File: src/rtl/pwm_compare.sv
// Shadowed-threshold compare stage driving a complementary PWM pair with dead-time.
// All outputs registered; compare/raw level lag value by one cycle, drive by two; no backpressure.
module pwm_compare #(
  parameter int bitwidth        = 8,
  parameter int deadtime_width  = 4,
  parameter int invert_polarity = 0
) (
  input  logic                      clock,
  input  logic                      reset,
  input  logic                      enable,
  input  logic                      counting,
  input  logic [bitwidth-1:0]       value,
  input  logic                      overflow,
  input  logic [bitwidth-1:0]       compare_value,
  input  logic [deadtime_width-1:0] deadtime,
  output logic [bitwidth-1:0]       active_compare_value,
  output logic                      update,
  output logic                      compare_match,
  output logic                      pwm_high,
  output logic                      pwm_low
);

  localparam logic pol_inv = (invert_polarity != 0);

  typedef enum logic [2:0] {
    IDLE,
    HIGH,
    LOW,
    DEAD_TO_HIGH,
    DEAD_TO_LOW
  } state_t;

  state_t                    state, state_next;
  logic [deadtime_width-1:0] dt_cnt, dt_cnt_next;
  logic                      overflow_d;
  logic                      raw_q;
  logic                      match_armed;
  logic                      overflow_rise;
  logic                      update_event;
  logic                      match_hit;
  logic                      start;
  logic                      start_high;

  assign overflow_rise = overflow & ~overflow_d;
  assign update_event  = overflow_rise | ~counting;
  assign match_hit     = counting & match_armed & (value == active_compare_value)
                         & (active_compare_value != '0);

  always_ff @(posedge clock or negedge reset) begin
    if (!reset) begin
      overflow_d           <= 1'b0;
      update               <= 1'b0;
      active_compare_value <= '0;
      raw_q                <= 1'b0;
      compare_match        <= 1'b0;
      match_armed          <= 1'b0;
    end else begin
      overflow_d    <= overflow;
      update        <= overflow_rise;
      raw_q         <= counting & (value < active_compare_value);
      compare_match <= match_hit;
      if (update_event) begin
        active_compare_value <= compare_value;
      end
      // A new period re-arms even if the old period's match lands on the same cycle.
      if (update_event) begin
        match_armed <= 1'b1;
      end else if (match_hit) begin
        match_armed <= 1'b0;
      end
    end
  end

  always_comb begin
    state_next  = state;
    dt_cnt_next = dt_cnt;
    start       = 1'b0;
    start_high  = 1'b0;
    if (!enable) begin
      state_next  = IDLE;
      dt_cnt_next = '0;
    end else begin
      case (state)
        IDLE: begin
          start      = 1'b1;
          start_high = raw_q;
        end
        HIGH: begin
          if (!raw_q) begin
            start      = 1'b1;
            start_high = 1'b0;
          end
        end
        LOW: begin
          if (raw_q) begin
            start      = 1'b1;
            start_high = 1'b1;
          end
        end
        DEAD_TO_HIGH, DEAD_TO_LOW: begin
          // The dead interval always runs out; the exit side follows raw_q at expiry.
          if (dt_cnt <= deadtime_width'(1)) begin
            state_next  = raw_q ? HIGH : LOW;
            dt_cnt_next = '0;
          end else begin
            dt_cnt_next = dt_cnt - 1'b1;
          end
        end
        default: begin
          state_next = IDLE;
        end
      endcase
      if (start) begin
        if (deadtime == '0) begin
          state_next = start_high ? HIGH : LOW;
        end else begin
          state_next  = start_high ? DEAD_TO_HIGH : DEAD_TO_LOW;
          dt_cnt_next = deadtime;
        end
      end
    end
  end

  always_ff @(posedge clock or negedge reset) begin
    if (!reset) begin
      state    <= IDLE;
      dt_cnt   <= '0;
      pwm_high <= pol_inv;
      pwm_low  <= pol_inv;
    end else begin
      state    <= state_next;
      dt_cnt   <= dt_cnt_next;
      pwm_high <= pol_inv ^ (state_next == HIGH);
      pwm_low  <= pol_inv ^ (state_next == LOW);
    end
  end

endmodule

File: config.mk
export PLATFORM = sky130hd
export DESIGN_NAME = pwm_compare
export DESIGN_NICKNAME = d
export VERILOG_FILES = /design/src/rtl/pwm_compare.sv
export SDC_FILE = /design/constraint.sdc
export NUM_CORES = 1
export LEC_CHECK = 0
export CAP_MARGIN = 20
export CORE_MARGIN = 1
export CORE_UTILIZATION = 33
export CTS_BUF_LIST = sky130_fd_sc_hd__clkbuf_8
export DETAILED_ROUTE_END_ITERATION = 8
export REMOVE_ABC_BUFFERS = 1
export SETUP_SLACK_MARGIN = 0.15
export SYNTH_ARGS = -nofsm -noshare
export SYNTH_HDL_FRONTEND = slang
export SYNTH_SLANG_ARGS = --single-unit
File: constraint.sdc
create_clock -name clock -period 2.4 [get_ports clock]
set_input_delay 0.48 -clock clock [delete_from_list [all_inputs] [get_ports clock]]
set_output_delay 0.48 -clock clock [all_outputs]
set_load 0.05 [all_outputs]
# Word-level counts from Yosys, hierarchy flattened
# Cells that the tools add are included.
[word_totals]
regBits = 22
in_bits = 25
output_inout_bits = 12
word_cells = 55
[classes]
add_sub_neg = 1
magnitude_cmp = 2
n_eq_ne = 7
n_mux = 21
n_bitwise = 8
reduce_logical = 6
[op_table]
columns = ["op", "n"]
rows = [
  ["two-way mux 4 bit", 5],
  ["two-way mux 3 bit", 5],
  ["== test 3 x 2 -> 1 bit (second input constant)", 3],
  ["== test 8 bit", 1],
  ["< comparator 8 bit", 1],
  ["nonzero test 8 bit", 1],
  ["== test 3 x 1 -> 1 bit (second input constant)", 2],
  ["two-way mux 1 bit", 6],
  ["case mux 3 bit (2 select lines)", 1],
  ["AND 1 bit", 5],
  ["less-or-equal comparator 4 x 1 -> 1 bit (second input constant)", 1],
  ["logical NOT 4 bit", 1],
  ["two-way mux 2 bit", 2],
  ["subtractor 4 x 1 -> 4 bit (second input constant)", 1],
  ["== test 3 bit (second input constant)", 1],
  ["logical NOT 3 bit", 1],
  ["case mux 1 bit (3 select lines)", 1],
  ["OR reduction 3 bit", 1],
  ["NOT 1 bit", 2],
  ["case mux 1 bit (2 select lines)", 1],
  ["nonzero test 2 bit", 1],
  ["OR reduction 2 bit", 1],
  ["bitwise OR 1 bit", 1],
]

# Longest topological paths before layout
# Gate-level depths: netlist of the first run.
[depth]
word_depth = 8
ltp_mapped = 7
ltp_nobuf = 7

# Least setup slack after synthesis of the first run
# No wires, ideal clock.
[synth_timing]
path_type = "flip-flop to flip-flop"
startpoint = "register state[0]"
endpoint = "register pwm_low"
setup_ps = 120
t_arrival_ps = 1728
required_ps = 2280
slack_ps = 552
stages_incl_launch_ff = 8
path_buffers = 1
synth_period_minus_slack_ps = 1848
path_cell_list = "dfrtp_1 -> buf_6 -> or3b_2 -> ha_1 -> nor2_1 -> nor2_1 -> o221a_2 -> o211a_1"
[synth_between]
elab_chain_cells = 8
word_cells_on_any_way = 19
classes_between = "eq/ne (5); mux (11); reduce/logical (3)"
[synth_rtl]
columns = ["element", "line_no", "rtl"]
rows = [
  ["from (decl)", "33", "state_t state, state_next;"],
  ["from (signal assigned)", "131", "state <= state_next;"],
  ["== test 3 x 2 -> 1 bit / logical NOT 3 bit (equally long branches)", "83", "case (state)"],
  ["case mux 1 bit (2 select lines)", "83", ""],
  ["two-way mux 1 bit", "79", "if (!enable) begin"],
  ["two-way mux 3 bit / two-way mux 2 bit (equally long branches)", "117, 115", ""],
  ["two-way mux 3 bit", "114", "if (deadtime == '0) begin"],
  ["two-way mux 3 bit (*)", "113", "if (start) begin"],
  ["two-way mux 3 bit (*)", "79", ""],
  ["named net state_next[1]", "33", ""],
  ["== test 3 x 2 -> 1 bit (*)", "134", "pwm_low <= pol_inv ^ (state_next == LOW);"],
  ["to (signal assigned)", "129", "pwm_low <= pol_inv;"],
  ["to (signal assigned)", "134", ""],
  ["to (decl)", "20", "output logic pwm_low"],
]
# Mark *: on every way through the listed nets, which the timed path passes. The rest lies on a longest branch. The select of a mux whose other input is x is not followed.
# A chain may end at the register's enable or synchronous reset.

# Worst setup path after layout of the first run
[layout_timing]
startpoint = "input port deadtime[0]"
endpoint = "register pwm_low"
[layout_between]
elab_chain_cells = 5
[layout_rtl]
columns = ["element", "line_no", "rtl"]
rows = [
  ["from (decl)", "15", "input logic [deadtime_width-1:0] deadtime,"],
  ["logical NOT 4 bit", "114", ""],
  ["two-way mux 3 bit", "114", ""],
  ["two-way mux 3 bit", "113", ""],
  ["two-way mux 3 bit", "79", ""],
  ["named net state_next[1]", "33", ""],
  ["== test 3 x 2 -> 1 bit", "134", ""],
]
# The timed path passes the listed nets, and every way through them passes these cells.

==> impl_metrics.json, run 1 <==
{
  "root_buffer": "clkbuf_8",
  "cts_tree": "done",
  "wl_per_cell_um": 12.9,
  "endpoint_kind": "register",
  "slew_viol_final": 0,
  "synth-seq-area-share_pct": 41.8,
  "viasPerCell": 4.87,
  "rsz0062_at_grt": "false",
  "hold_path_class": "reg -> reg",
  "htree_levels": 1,
  "synth_xor_area_share_pct": 1.33,
  "fmax_ghz": 0.492,
  "synth_mux_area_share_pct": 1.71,
  "clk_pin_slew_ns": 0.08,
  "hpwlAfterDp_um": 2240,
  "finClkSkew_ns": 0.00518,
  "fp.dieArea_sq_mm": 0.00425,
  "crit_buf_inv": 2,
  "grt_overflow": 0,
  "status": "complete, no violations",
  "path_cells": "clkdlybuf4s50_1 -> nor4_2 -> inv_2 -> ha_1 -> nor2_1 -> nor2_1 -> o221a_2 -> o211a_1",
  "rr_startpoint": "raw_q",
  "clock-sinks": 22,
  "hold_viol_final": 0,
  "postRouteAntennaNets": 0,
  "io_buffers": 36,
  "boundaryPins": 37,
  "ir_drop_mv": 0.256,
  "cap_violations": 0,
  "seqPwrFrac_pct": 35.2,
  "path_class": "in -> reg",
  "drtIter0Drc": 93,
  "hp-start": "overflow_d",
  "p_clk_share_pct": 18.0,
  "grtUsageTotal_pct": 14.4,
  "hold_end": "update",
  "via_count": 1046,
  "synth_edf_count": 0,
  "n_fill_cell": 366,
  "fin_crit_ns": 2.03,
  "layout_commonest_cell": "clkdlybuf4s50_1",
  "yosysWarnings": 0,
  "timing.hold.ws_ns": 0.403,
  "synth.area.top_cells": "dfrtp_1 (42%), ha_1 (10%), inv_1 (4.3%)",
  "grt_max_degree": 23,
  "slowest_delay_ns": 0.45,
  "regArea_sq_um": 551,
  "drc": 0,
  "worst_pin_slew_ns": 0.571,
  "rrSetupSlack_ns": 0.56,
  "synth_top_area_share_pct": 41.8,
  "syn_area_sq_mm": 0.00132,
  "whs_path_depth": 1,
  "drive_above_1_share_pct": 15.0,
  "setup_tns_ns": 0,
  "synth-simple-area-share_pct": 19.9,
  "place.gp.congestion": 0.909,
  "synth-adder-area-share_pct": 10.4,
  "async_flop_share_pct": 100,
  "antennaDiodeCount": 0,
  "area.growth.synth_to_final_pct": 36.7,
  "syn_inst": 126,
  "clk_latency_ns": 0.25,
  "numCtsBuffers": 3,
  "start_kind": "input port",
  "drt-total-wl_um": 2770,
  "leakage_nw": 0.810,
  "synth_top_family_by_area": "simple AND/OR/NAND/NOR gates",
  "first_pass_iters": 3,
  "rows": 22,
  "ff2ff_path_depth": 6,
  "multiInputGateArea_sq_um": 677,
  "post_synth_num_cell_types": 48,
  "worst-path-max-fanout": 3,
  "synthFlopType": "dfrtp_1",
  "grt_pass1_vias": 1119,
  "rr_endpoint": "pwm_low",
  "max-slew-margin-rel_pct": 61.0,
  "cts_resized": 0,
  "antenna_found_initial": 0,
  "initial_core_util_pct": 35.2,
  "synth_top_area_cell": "dfrtp_1",
  "fin_crit_sh_pct": 84.7,
  "powerDensity_mw_per_mm2": 779,
  "synth_compound_area_share_pct": 17.9,
  "setup_viol": 0,
  "cts-hold-fix-buffers": 0,
  "cp_data_required_time_ns": 2.55,
  "nets": 204,
  "slowest_stage": "clkdlybuf4s50_1",
  "layout_common_cells": "clkdlybuf4s50_1 (36), dfrtp_1 (22), inv_1 (15), ha_1 (11), nand2_1 (10)",
  "switching_share_pct": 38.0,
  "cpMostUsedCell": "nor2_1",
  "synth-seq-cells": 22,
  "grt_pass1_wl_um": 4730,
  "die_h_um": 65.2,
  "postCtsSetupBuffers": 0,
  "worst_ep_arrival_time_ns": 2.18,
  "p_int_mw": 0.870,
  "core-area_sq_mm": 0.00374,
  "clockBufferDepth": 2,
  "critPathTopFamily": "buffers and inverters",
  "p_comb_share_pct": 46.7,
  "p_switching_mw": 0.532,
  "avgSynthCellArea_sq_um": 10.5,
  "dieWidth_um": 65.2
}
==> cell families after synthesis <==
| group | after synthesis |
|---|---|
| AO/OA/AOI/OAI | 30 |
| XOR/XNOR | 2 |
| adder cells (fa/ha/maj) | 11 |
| buffers and inverters | 20 |
| flip-flops | 22 |
| multiplexers | 2 |
| AND/OR/NAND/NOR | 39 |
==> worst max-delay path by stage <==
stage,end,cells after the start,startpoint,slack [ns]
floorplan,pwm_low,6,state[0],0.53
global route,pwm_low,8,deadtime[0],0.27
detailed placement,pwm_low,8,deadtime[0],0.10
CTS,pwm_low,8,deadtime[0],0.36
global placement,pwm_low,8,deadtime[0],0.14
finish,pwm_low,8,deadtime[0],0.37
==> cell usage after synthesis, types with 2 or more instances <==
| cell | count |
|---|---|
| dfrtp_1 | 22 |
| o21ai_0 | 8 |
| o31ai_1 | 2 |
| nand2_1 | 10 |
| xnor2_1 | 2 |
| clkbuf_1 | 2 |
| buf_6 | 2 |
| inv_1 | 15 |
| a21oi_1 | 3 |
| nor2_1 | 6 |
| nor2b_1 | 3 |
| nor4_1 | 3 |
| nand4_1 | 3 |
| ha_1 | 11 |
==> power by group through the flow <==
stage	clock, mW	combinational (mW)	sequential, mW
3_5_place_dp	0	0.658	0.501
2_1_floorplan	0	0.373	0.585
5_1_grt	0.287	0.715	0.504
4_1_cts	0.268	0.660	0.495
6_report	0.253	0.655	0.494
3_3_place_gp	0	0.649	0.499
==> layer usage <==
metal / up-vias / track usage, % / wire [um]
met1: 487 / 18.2 / 1300
met4: 0 / 5.16 / 0
li1: 531 / - / -
met3: 0 / 2.26 / 140
met5: - / 0 / 0
met2: 28 / 24.7 / 1330
==> metrics by stage <==
step / worst slack (ns) / instances / total power [mW] / utilization (%) / instance area (sq um)
floorplan: 0.527 / 122 / 0.958 / - / 1290
global placement: 0.142 / 211 / 1.15 / 46.6 / 1750
detailed placement: 0.105 / 211 / 1.16 / 46.6 / 1750
CTS: 0.363 / 215 / 1.42 / 48.1 / 1800
global route: 0.273 / 215 / 1.51 / 48.1 / 1800
finish: 0.367 / 215 / 1.40 / 48.1 / 1800
==> state kept, by name (all words and copies together), names as in the netlist <==
name                  count
dt_cnt                    4
pwm_low                   1
update                    1
raw_q                     1
state                     3
match_armed               1
active_compare_value      8
overflow_d                1
pwm_high                  1
compare_match             1
==> cell type report <==
type,count,area share [%]
well taps,48,3.34
repair buffers,41,22.1
flip-flops and latches,22,30.6
inverters,16,3.34
multi-input cells,84,37.6
clock buffers,4,3.06
Note: power is estimated with default switching activity, not from simulation.
==> inputs of run 2 (changes only) <==
==> constraint.sdc (replaced) <==
create_clock -name clock -period 1.8 [get_ports clock]
set_input_delay 0.36 -clock clock [delete_from_list [all_inputs] [get_ports clock]]
set_output_delay 0.36 -clock clock [all_outputs]
set_load 0.05 [all_outputs]
==> run 2 against run 1 <==
Compared with the run above: clock power rose by 35%; core utilization rose by 4.5 points; sequential power rose by 33%; non-clock buffer count rose by 13; routed wire length rose by 8.6%; critical path depth fell by 2; worst setup slack got worse by 0.19 ns; final cell count rose by 6.0%; register-to-register slack got worse by 0.39 ns; clock-buffer cell count did not move; combinational power rose by 66%; critical endpoint unchanged.
==> impl_metrics.json, run 2 (synthesis gave the netlist of run 1 again) <==
{
  "status": "complete, no violations",
  "layout_common_cells": "buf_4 (30), dfrtp_1 (22), clkdlybuf4s50_1 (18), inv_1 (15), nand2_1 (10)",
  "cp_data_required_time_ns": 1.95,
  "finClkSkew_ns": 0.00113,
  "place.gp.congestion": 0.882,
  "rr_startpoint": "state[2]",
  "dp.cells": 221,
  "fmax_ghz": 0.615,
  "io_buffers": 36,
  "cts-hold-fix-buffers": 0,
  "start_kind": "register",
  "cap_violations": 0,
  "core-area_sq_mm": 0.00374,
  "fin_crit_ns": 1.63,
  "grt_pass1_vias": 1182,
  "drtIter0Drc": 61,
  "regMostFlops": "active_compare_value",
  "timing.hold.ws_ns": 0.418,
  "drt-total-wl_um": 3000,
  "first_pass_iters": 4,
  "ff2ff_path_depth": 6,
  "endpoint_kind": "register",
  "antenna_found_initial": 0,
  "hold_path_class": "reg -> reg",
  "worst-path-max-fanout": 3,
  "fp.dieArea_sq_mm": 0.00425,
  "clock-sinks": 22,
  "reg_top3": "active_compare_value (8), dt_cnt (4), state (3)",
  "setup_viol": 0,
  "numCtsBuffers": 3,
  "die_h_um": 65.2,
  "path_class": "reg -> reg",
  "slew_viol_final": 0,
  "rr_endpoint": "pwm_low",
  "whs_path_depth": 1,
  "cts_tree": "done",
  "worst_ep_arrival_time_ns": 1.77,
  "grt_pass1_wl_um": 4840,
  "hold_viol_final": 0,
  "n_fill_cell": 347,
  "dieWidth_um": 65.2,
  "max-slew-margin-rel_pct": 70.9,
  "worst_pin_slew_ns": 0.432,
  "htree_levels": 1,
  "wl_per_cell_um": 13.2,
  "rsz0062_at_grt": "true",
  "hpwlAfterDp_um": 2250,
  "via_count": 1133,
  "hp-start": "overflow_d",
  "drive_above_1_share_pct": 34.4,
  "clockBufferDepth": 2,
  "fin_crit_sh_pct": 90.4,
  "rrSetupSlack_ns": 0.17,
  "pre_cts_slack_ns": -0.400,
  "powerDensity_mw_per_mm2": 1060,
  "grt_overflow": 0,
  "clk_latency_ns": 0.25,
  "leakage_nw": 0.920,
  "drc": 0,
  "clk_pin_slew_ns": 0.08,
  "grt_max_degree": 23,
  "area.growth.synth_to_final_pct": 49.6,
  "grtUsageTotal_pct": 14.6,
  "ir_drop_mv": 0.347,
  "postRouteAntennaNets": 0,
  "nets": 217,
  "root_buffer": "clkbuf_8",
  "initial_core_util_pct": 35.2,
  "boundaryPins": 37,
  "final_util_pct": 52.6,
  "antennaDiodeCount": 0,
  "viasPerCell": 4.97,
  "rows": 22,
  "largest_reg_flops": 8,
  "hold_end": "update",
  "final.setup.worst_slack_ns": 0.174,
  "fin_cells": 228,
  "layout_commonest_cell": "buf_4"
}
run 2: cell types whose count changed in the layout (fill, tap and decap cells not counted), sizes merged:
cell,change
buf,+25
clkdlybuf4s50,-18
dlygate4sd2,+4
clkdlybuf4s15,+1
dlymetal6s2s,+1
run 2: per-layer routing:
layer | GRT usage (%) | wire length (um) | vias up
met5 | 0 | 0 | -
met4 | 3.80 | 0 | 0
met2 | 26.7 | 1550 | 28
met3 | 1.56 | 98 | 0
li1 | - | - | 555
met1 | 18.0 | 1360 | 550
run 2: area by class of cell:
cell class / instances / area (sq um) / share of cell area [%]
flip-flops and latches: 22 / 551 / 27.9
multi-input cells: 84 / 782 / 39.7
repair buffers: 54 / 463 / 23.5
well taps: 48 / 60.1 / 3.05
inverters: 16 / 60.1 / 3.05
clock buffers: 4 / 55.1 / 2.79
run 2: repair_timing:
item                       in CTS  in global routing
pin swaps                       8                 16
resized for setup              17                 11
cloned                          0                  0
setup endpoints to repair       8                  8
buffers inserted                1                  2
run 2: report_power, final:
part	internal (mW)	switching [mW]	total [mW]
Combinational	0.528	0.562	1.09
Clock	0.194	0.148	0.342
Sequential	0.575	0.0817	0.656
run 2: metrics by stage:
step	total power [mW]	TNS, ns	area [sq um]
finish	2.09	0	1970
global route	2.22	0	1970
global placement	1.60	-1.80	1790
detailed placement	1.61	-2.25	1790
floorplan	1.28	-0.131	1290
CTS	2.01	0	1910
run 2: worst max-delay path by stage:
| stage | startpoint | end | slack, ns |
|---|---|---|---|
| global placement | deadtime[0] | pwm_low | -0.34 |
| CTS | dt_cnt[0] | pwm_low | 0.15 |
| detailed placement | deadtime[0] | pwm_high | -0.40 |
| floorplan | state[0] | pwm_low | -0.07 |
| finish | state[2] | pwm_low | 0.17 |
| global route | state[2] | pwm_low | 0.12 |
run 2: worst max-delay path, cell delays in order, from the launching register on:
cell	delay (ns)
dfrtp_1	0.39
or3b_4	0.41
ha_4	0.25
nor2_4	0.07
nor2_2	0.05
o221a_4	0.22
o211a_1	0.12
